### config.mk
export PLATFORM = sky130hd
export DESIGN_NAME = mem_access_ctrl
export DESIGN_NICKNAME = d
export VERILOG_FILES = /design/src/rtl/mem_access_ctrl_pkg.sv /design/src/rtl/mac_timeout_cnt.sv /design/src/rtl/mem_access_ctrl.sv
export SDC_FILE = /design/constraint.sdc
export NUM_CORES = 1
export LEC_CHECK = 0
export BUFFER_PORTS_ARGS = -buffer_cell sky130_fd_sc_hd__clkbuf_2
export CAP_MARGIN = 20
export CORE_ASPECT_RATIO = 0.6
export CORE_MARGIN = 5
export CORE_UTILIZATION = 30
export DETAILED_ROUTE_END_ITERATION = 6
export PLACE_DENSITY_LB_ADDON = 0.15
export RECOVER_POWER = 25
export SYNTH_ARGS = -nofsm -noshare
export SYNTH_HDL_FRONTEND = slang
export SYNTH_SLANG_ARGS = --single-unit
### constraint.sdc
create_clock -name clk -period 4.2 [get_ports clk]
set_clock_uncertainty 0.2 [all_clocks]
set_input_delay 0.21 -clock clk [delete_from_list [all_inputs] [get_ports clk]]
set_output_delay 0.21 -clock clk [all_outputs]
set_load 0.02 [all_outputs]
### src/rtl/mem_access_ctrl_pkg.sv
// rtl/mem_access_ctrl_pkg.sv - shared encodings for the MEM-stage access sequencer
package mem_access_ctrl_pkg;

  typedef enum logic [1:0] {
    MAC_IDLE   = 2'd0,
    MAC_ACCESS = 2'd1,
    MAC_DONE   = 2'd2,
    MAC_DRAIN  = 2'd3
  } mac_state_e;

  // mem_op decode: 1XXX is a load, 01XX is a store, anything else is no access
  localparam logic [3:0] OP_LOAD_MASK   = 4'b1000;
  localparam logic [3:0] OP_LOAD_MATCH  = 4'b1000;
  localparam logic [3:0] OP_STORE_MASK  = 4'b1100;
  localparam logic [3:0] OP_STORE_MATCH = 4'b0100;

  localparam logic BUS_READ  = 1'b0;
  localparam logic BUS_WRITE = 1'b1;

  localparam int TMO_W = 8;

  function automatic logic op_is_load(input logic [3:0] op);
    return (op & OP_LOAD_MASK) == OP_LOAD_MATCH;
  endfunction

  function automatic logic op_is_store(input logic [3:0] op);
    return (op & OP_STORE_MASK) == OP_STORE_MATCH;
  endfunction

endpackage

### src/rtl/mac_timeout_cnt.sv
// rtl/mac_timeout_cnt.sv - saturating bus-wait counter with terminal-count flag
module mac_timeout_cnt #(
  parameter int W     = 8,
  parameter int LIMIT = 255
) (
  input  logic clk,
  input  logic rst,
  input  logic clr,
  input  logic en,
  output logic at_limit
);

  // at_limit marks the last allowed wait cycle, so the caller times out
  // after exactly LIMIT cycles without an ack.
  localparam logic [W-1:0] LAST = W'(LIMIT - 1);
  localparam logic [W-1:0] SAT  = {W{1'b1}};

  logic [W-1:0] count;

  // Count wait cycles; clear starts a fresh window, hold at all-ones instead of wrapping
  always_ff @(posedge clk) begin
    if (rst || clr) begin
      count <= '0;
    end else if (en && (count != SAT)) begin
      count <= count + W'(1);
    end
  end

  assign at_limit = (count >= LAST);

endmodule

### src/rtl/mem_access_ctrl.sv
// rtl/mem_access_ctrl.sv - MEM-stage load/store to bus req/ack sequencer with stall hold
module mem_access_ctrl
  import mem_access_ctrl_pkg::*;
#(
  parameter int ADDR_W  = 32,
  parameter int DATA_W  = 32,
  parameter int TIMEOUT = 255
) (
  input  logic              clk,
  input  logic              rst,
  input  logic [3:0]        mem_op,
  input  logic [ADDR_W-1:0] mem_addr,
  input  logic [DATA_W-1:0] mem_wr_data,
  input  logic              mem_stall,
  input  logic              mem_flush,
  output logic              mem_busy,
  output logic [DATA_W-1:0] rd_data,
  output logic              rd_valid,
  output logic              mem_err,
  output logic              bus_req,
  output logic              bus_rw,
  output logic [ADDR_W-1:0] bus_addr,
  output logic [DATA_W-1:0] bus_wr_data,
  output logic [1:0]        bus_size,
  input  logic              bus_ack,
  input  logic [DATA_W-1:0] bus_rd_data,
  input  logic              bus_err
);

  mac_state_e state_q;
  mac_state_e state_d;

  logic access;
  logic start_acc;
  logic complete;
  logic clear_resp;
  logic tmo_en;
  logic tmo_at_limit;
  logic timeout;

  assign access  = op_is_load(mem_op) || op_is_store(mem_op);
  assign timeout = tmo_at_limit && !bus_ack;

  // Counter restarts on each new access and keeps running through a drain,
  // so a flushed transaction cannot hold the bus longer than one window.
  mac_timeout_cnt #(
    .W     (TMO_W),
    .LIMIT (TIMEOUT)
  ) u_tmo (
    .clk      (clk),
    .rst      (rst),
    .clr      (start_acc),
    .en       (tmo_en),
    .at_limit (tmo_at_limit)
  );

  // State register
  always_ff @(posedge clk) begin
    if (rst) begin
      state_q <= MAC_IDLE;
    end else begin
      state_q <= state_d;
    end
  end

  // Next-state, handshake outputs and datapath strobes
  always_comb begin
    state_d    = state_q;
    mem_busy   = 1'b0;
    bus_req    = 1'b0;
    rd_valid   = 1'b0;
    start_acc  = 1'b0;
    complete   = 1'b0;
    clear_resp = 1'b0;
    tmo_en     = 1'b0;
    case (state_q)
      MAC_IDLE: begin
        if (access && !mem_flush) begin
          mem_busy  = 1'b1;
          start_acc = 1'b1;
          state_d   = MAC_ACCESS;
        end
      end
      MAC_ACCESS: begin
        mem_busy = 1'b1;
        bus_req  = 1'b1;
        tmo_en   = !bus_ack;
        if (mem_flush) begin
          // A transaction that ends in the flush cycle has nothing left to drain
          state_d = (bus_ack || timeout) ? MAC_IDLE : MAC_DRAIN;
        end else if (bus_ack || timeout) begin
          complete = 1'b1;
          state_d  = MAC_DONE;
        end
      end
      MAC_DRAIN: begin
        mem_busy = 1'b1;
        bus_req  = 1'b1;
        tmo_en   = !bus_ack;
        if (bus_ack || timeout) begin
          state_d = MAC_IDLE;
        end
      end
      MAC_DONE: begin
        rd_valid = 1'b1;
        // Stall holds the result; the op is never re-issued from here
        if (mem_flush || !mem_stall) begin
          clear_resp = 1'b1;
          state_d    = MAC_IDLE;
        end
      end
      default: begin
        state_d = MAC_IDLE;
      end
    endcase
  end

  // Bus request fields are captured once per op and held for the whole transaction
  always_ff @(posedge clk) begin
    if (rst) begin
      bus_rw      <= BUS_READ;
      bus_addr    <= '0;
      bus_wr_data <= '0;
      bus_size    <= 2'b00;
    end else if (start_acc) begin
      bus_rw      <= op_is_store(mem_op) ? BUS_WRITE : BUS_READ;
      bus_addr    <= mem_addr;
      bus_wr_data <= mem_wr_data;
      bus_size    <= mem_op[1:0];
    end
  end

  // Completion result: load data on ack, error on bus_err or timeout
  always_ff @(posedge clk) begin
    if (rst) begin
      rd_data <= '0;
      mem_err <= 1'b0;
    end else if (complete) begin
      rd_data <= (bus_ack && (bus_rw == BUS_READ)) ? bus_rd_data : '0;
      mem_err <= bus_ack ? bus_err : 1'b1;
    end else if (clear_resp) begin
      rd_data <= '0;
      mem_err <= 1'b0;
    end
  end

endmodule

==> results.py, run 1 <==
metrics = {
    "worst_hold_path": {
        "hold_end": "bus_rw$_SDFFE_PP0P_",
        "hold_depth": 3,
        "hold_class": "in -> reg",
        "hp-start": "mem_op[2]",
    },
    "clocking": {
        "cts_sinks": 110,
        "cts-root-buf": "clkbuf_16",
        "cts_resized": 0,
        "clk_pin_slew_ps": 70,
        "cts_tree": "built",
        "cts_buffers": 9,
        "post_cts_buffers": 0,
        "cts_max_path_buffers": 2,
        "htreeDepth": 3,
        "clk-insertion-delay-late_ps": 340,
        "postCtsHoldBufs": 99,
    },
    "worst_setup_path": {
        "critPathRequiredTime_ps": 4260,
        "timing.rr.end": "bus_addr[22]$_SDFFE_PP0P_",
        "critPathArrivalTime_ps": 2290,
        "crit_family": "buffers and inverters",
        "worstPathBufferInverterCount": 2,
        "worstSetupPathType": "reg -> reg",
        "r2r-start": "state_q[0]$_SDFFE_PP0P_",
        "crit_chain": "inv_1, o211ai_4, buf_4, nand2_1, a21oi_1",
        "reg2reg_slack_ps": 1970,
        "worstPathMaxFanout": 37,
        "end_kind": "flop",
        "r2r_cells": 5,
        "slowest_delay_ps": 600,
        "slowest_stage": "dfxtp_1",
        "start_kind": "flop",
    },
    "grt": {
        "track_usage": 0.1585,
        "grt_pass1_wl_um": 20180,
        "overflow": 0,
        "grt_pass1_vias": 4124,
        "antenna_found_initial": 0,
        "grt_max_degree": 73,
    },
    "detailed_routing": {
        "vias_per_cell": 4.532,
        "first_pass_iters": 4,
        "drtAntennaViolNets": 0,
        "drtIter0Drc": 188,
        "drt-total-wl_um": 13090,
        "drc": 0,
        "avgRoutedWirePerCell_um": 14.38,
        "vias": 4124,
    },
    "floorplan": {
        "coreArea_sq_um": 12890,
        "dieArea_sq_um": 15720,
        "dieHeight_um": 99.14,
        "die_x_um": 158.6,
        "num_io_pins": 209,
        "initial_core_util": 0.3081,
        "rows": 32,
    },
    "synth": {
        "synth-seq-cells": 110,
        "synth_cell_types": 37,
        "ys_warn_count": 0,
        "synth_nets": 549,
        "synth_seq_area_share": 0.5543,
        "syn_area_sq_um": 3973,
        "syn_inst": 441,
        "avgSynthCellArea_sq_um": 9.008,
    },
    "placement": {
        "hpwl_um": 8854,
        "gp_congestion": 0.7657,
        "port_buffers": 208,
        "dpl_cell_area_sq_um": 5152,
    },
    "outcome": {
        "status": "finished, final reports clean",
    },
    "pwr": {
        "leakage_nw": 2.693,
        "power_density_nw_per_um2": 359.8,
        "peakVddDrop_mv": 0.1772,
    },
    "timing": {
        "fin_crit_ps": 2232,
        "relSlewSlack": 0.3066,
        "setup_viol": 0,
        "rsz0062_at_grt": "no",
        "worst_pin_slew_ps": 1035,
        "finalSetupTns_ps": 0,
        "hold_violations": 0,
        "finalMaxSlewViolations": 0,
        "period_share": 0.5315,
        "clock.fmax_mhz": 448.0,
    },
    "job": {
        "drv_cap": 0,
    },
    "cells_and_area": {
        "finalNetCount": 842,
        "drive_gt1_frac": 0.2544,
        "multi_input_area_sq_um": 1609,
        "areaGrowthSynthToFinish_pct": 60.13,
        "final_cell_mix": "clkbuf_2, nand2_1, dfxtp_1",
        "design_area_sq_um": 6361,
        "seqCellArea_sq_um": 2202,
        "fillers": 1236,
        "layout_commonest_cell": "clkbuf_2",
    },
}
## synth_stat cells
cell type	count	area [sq um]
xnor2_1	5	43.79
o31ai_4	1	21.27
ha_1	2	25.02
a221oi_1	1	8.760
a31oi_1	1	6.260
buf_6	3	33.78
nand3b_1	1	7.510
a21oi_1	69	345.3
a211oi_1	5	37.54
inv_1	6	22.52
a2111oi_2	1	15.01
nand3_1	4	20.02
nand2_1	138	518.0
nor4_2	1	12.51
a22o_1	30	262.8
o31ai_1	1	7.510
nor3_2	1	10.01
a22o_2	2	20.02
nor2_4	1	11.26
nor3_1	3	15.01
nor2_1	12	45.04
nand2b_1	4	25.02
mux2i_1	1	10.01
o21a_1	1	7.510
clkbuf_1	17	63.81
o21ai_0	1	5.000
nor4bb_1	1	10.01
and4_2	1	10.01
and3_1	1	6.260
o211ai_2	1	12.51
dfxtp_1	110	2202
nand4b_1	1	8.760
o32a_1	1	10.01
buf_2	7	35.03
a311oi_4	1	26.28
nand4_4	1	21.27
buf_4	4	30.03
## how the worst max path moves through the flow
stage	slack, ps	startpoint	endpoint	cells past startpoint
CTS	1940	state_q[0]$_SDFFE_PP0P_	bus_addr[22]$_SDFFE_PP0P_	5
global placement	1870	state_q[0]$_SDFFE_PP0P_	rd_data[30]$_SDFFE_PP0P_	3
floorplan	2370	u_tmo.count[0]$_SDFFE_PP0P_	rd_data[0]$_SDFFE_PP0P_	7
detailed placement	1910	mem_op[2]	bus_addr[22]$_SDFFE_PP0P_	5
global route	1760	state_q[0]$_SDFFE_PP0P_	bus_wr_data[1]$_SDFFE_PP0P_	5
finish	1970	state_q[0]$_SDFFE_PP0P_	bus_addr[22]$_SDFFE_PP0P_	5
## worst reg2reg max path: cells and delay by family, from the launching register on
family	cells	cell delay [ps]
buf+inv	2	650
flops	1	600
compound gates	2	590
simple gates	1	110
## through the flow
step                  util  cells  power [mW]  hold slack, ps  setup WS [ps]
floorplan                -    441       1.313           142.7           2367
global route        0.4932    909       2.405           44.15           1759
finish              0.4934    910       2.289           31.95           1968
global placement    0.3975    793       1.438           227.1           1874
CTS                 0.4984    909       2.337           16.97           1937
detailed placement  0.3997    794       1.445           235.2           1913
## routing by layer
layer,share of wire,track usage
met1,0.45,0.2052
met2,0.45,0.2578
met3,0.081,0.04391
met4,0.016,0.04915
met5,0,0
## cell families (layout without fill, tap and decap cells)
logic type | count (synthesis) | count (layout) | synth area share
and+or+nand+nor | 170 | 170 | 0.1814
muxes | 1 | 1 | 0.002520
DFF | 110 | 110 | 0.5543
buffers and inverters | 37 | 335 | 0.04661
adders and majority gates | 2 | 2 | 0.006298
AOI/OAI and AO/OA | 116 | 116 | 0.1978
other | 0 | 1 | 0
xor gates and xnor gates | 5 | 5 | 0.01102
## where the power goes
| group | total, mW | leakage, nW | switching [mW] | internal [mW] |
|---|---|---|---|---|
| registers | 1.12 | 0.896 | 0.0283 | 1.09 |
| clock network | 0.802 | 0.130 | 0.393 | 0.409 |
| logic | 0.369 | 1.67 | 0.206 | 0.163 |
| total | 2.29 | 2.69 | 0.627 | 1.66 |
## flip-flops by register name, summed over array words and instances, names as in the netlist
| name | cells |
|---|---|
| mem_err | 1 |
| bus_wr_data | 32 |
| bus_size | 2 |
| bus_addr | 32 |
| u_tmo.count | 8 |
| state_q | 2 |
| bus_rw | 1 |
| rd_data | 32 |
## layout make-up
type / count / area share
Tap cell: 170 / 0.03344
Inverter: 6 / 0.003541
Timing Repair Buffer: 313 / 0.3192
Sequential cell: 110 / 0.3462
Multi-Input combinational cell: 294 / 0.2529
Antenna cell: 1 / 0.0003934
Clock buffer: 9 / 0.03541
Clock inverter: 7 / 0.008851
Power figures use the tool's default switching activity.
==> inputs of run 2 (changes only) <==
==> constraint.sdc (replaced) <==
create_clock -name clk -period 2.25 [get_ports clk]
set_clock_uncertainty 0.2 [all_clocks]
set_input_delay 0.1125 -clock clk [delete_from_list [all_inputs] [get_ports clk]]
set_output_delay 0.1125 -clock clk [all_outputs]
set_load 0.02 [all_outputs]
==> run 2 against run 1 <==
Net effect: clock power rose by 120%; utilization rose by 1.4 points; final cell count rose by 1.2%; combinational power rose by 100%; critical path depth rose by 3.
==> results.py, run 2 (same netlist as run 1, synthesis figures left out) <==
metrics = {
    "clocking": {
        "cts_tree": "built",
        "clk_pin_slew_ps": 70,
        "clk-insertion-delay-late_ps": 340,
        "cts_max_path_buffers": 2,
        "cts-root-buf": "clkbuf_16",
        "cts_buffers": 9,
        "htreeDepth": 3,
        "cts_sinks": 110,
    },
    "cells_and_area": {
        "layout_commonest_cell": "clkbuf_2",
        "areaGrowthSynthToFinish_pct": 64.54,
        "seqCellArea_sq_um": 2202,
        "finalNetCount": 854,
        "final_cell_mix": "clkbuf_2, nand2_1, dfxtp_1",
        "reg_top3": "bus_addr (32), bus_wr_data (32), rd_data (32)",
        "drive_gt1_frac": 0.2610,
        "fillers": 1226,
        "insertedDiodeCount": 0,
        "multi_input_area_sq_um": 1609,
        "fin_cells": 921,
    },
    "detailed_routing": {
        "drtIter0Drc": 220,
        "first_pass_iters": 4,
        "vias": 4219,
        "drtAntennaViolNets": 0,
        "drt-total-wl_um": 14020,
        "drc": 0,
        "vias_per_cell": 4.581,
        "avgRoutedWirePerCell_um": 15.22,
    },
    "timing": {
        "setup_viol": 0,
        "relSlewSlack": 0.6158,
        "clock.fmax_mhz": 467.4,
        "finalMaxSlewViolations": 0,
        "rsz0062_at_grt": "no",
        "finalSetupTns_ps": 0,
        "period_share": 0.9509,
        "fin_crit_ps": 2140,
        "worst_pin_slew_ps": 576.4,
        "whs_ps": 54.20,
        "hold_violations": 0,
    },
    "pwr": {
        "clkPwrFrac": 0.386,
        "fin_total_pwr_mw": 4.596,
        "leakage_nw": 2.791,
        "power_density_nw_per_um2": 703.1,
        "peakVddDrop_mv": 0.4306,
        "p_int_mw": 3.371,
        "p_seq_frac": 0.454,
        "sw_frac_of_total": 0.2665,
        "combPwrFrac": 0.161,
        "switchingPower_mw": 1.225,
    },
    "floorplan": {
        "coreArea_sq_um": 12890,
        "num_io_pins": 209,
        "dieArea_sq_um": 15720,
        "rows": 32,
        "die_x_um": 158.6,
        "dieHeight_um": 99.14,
        "initial_core_util": 0.3081,
    },
    "worst_setup_path": {
        "worstSetupPathType": "in -> reg",
        "end_kind": "flop",
        "critPathRequiredTime_ps": 2320,
        "start_kind": "input port",
        "worstPathMaxFanout": 4,
        "r2r_cells": 5,
        "critPathArrivalTime_ps": 2200,
    },
    "worst_hold_path": {
        "hold_class": "in -> reg",
        "hold_depth": 4,
    },
    "grt": {
        "track_usage": 0.1656,
        "grt_max_degree": 54,
        "antenna_found_initial": 0,
        "grt_pass1_wl_um": 21180,
        "grt_pass1_vias": 4277,
        "overflow": 0,
    },
    "placement": {
        "port_buffers": 208,
        "dp.cells": 796,
        "gp_congestion": 0.7622,
        "hpwl_um": 9118,
    },
    "job": {
        "drv_cap": 0,
    },
    "outcome": {
        "status": "finished, final reports clean",
    },
}
-- run 2: cell types whose count changed in the layout (fill, tap and decap cells not counted), moves of 2 or more --
cell           delta
buf_4             +5
dlygate4sd3_1     +4
clkinvlp_4        -3
buf_6             +2
bufinv_16         +2
-- run 2: stage by stage --
stage	setup slack [ps]	instance area, sq um	utilization
global route	3.392	6536	0.5070
global placement	307.6	5172	0.4012
CTS	118.5	6545	0.5077
detailed placement	265.4	5172	0.4012
floorplan	417.0	3973	-
finish	110.4	6536	0.5070
-- run 2: worst paths after layout --
path | start | to | slack, ps
worst max-delay path | mem_op[2] | bus_rw$_SDFFE_PP0P_ | 110
worst min-delay path | mem_flush | state_q[1]$_SDFFE_PP0P_ | 50
worst max register to register | state_q[1]$_SDFFE_PP0P_ | bus_rw$_SDFFE_PP0P_ | 210
worst min register to register | bus_addr[21]$_SDFFE_PP0P_ | bus_addr[21]$_SDFFE_PP0P_ | 250
-- run 2: area by class of cell --
cell class	count	share of cell area
Clock buffer	9	0.03446
Clock inverter	7	0.01780
Inverter	6	0.003446
Multi-Input combinational cell	294	0.2462
Sequential cell	110	0.3369
Tap cell	170	0.03254
Timing Repair Buffer	325	0.3287
-- run 2: timing repair --
action	in CTS	in global routing
setup buffers	0	4
setup endpoints to repair	0	1
endpoints found under the hold margin	101	0
hold buffers	103	0
resized for setup	0	1
-- run 2: routing by layer --
layer,part of all wire,up-vias,track usage
met2,0.46,160,0.2808
met4,0.0099,0,0.03801
met3,0.086,15,0.05000
met1,0.45,1944,0.2078
li1,-,2100,-
met5,0,-,0
-- run 2: power by group through the flow --
stage          Sequential (mW)  Clock [mW]  Combinational (mW)
5_1_grt                   2.10        1.91               0.799
6_report                  2.09        1.77               0.738
4_1_cts                   2.09        1.83               0.726
3_5_place_dp              2.13           0               0.583
2_1_floorplan             2.23           0               0.225
3_3_place_gp              2.13           0               0.574
-- run 2: critical path, cell delays in order --
cell and delay, ps:
dlygate4sd3_1 520, clkbuf_2 170, nor2_1 100, nor4_4 340, clkbuf_16 210, nand3b_1 60
dlygate4sd3_1 550, a21oi_1 130
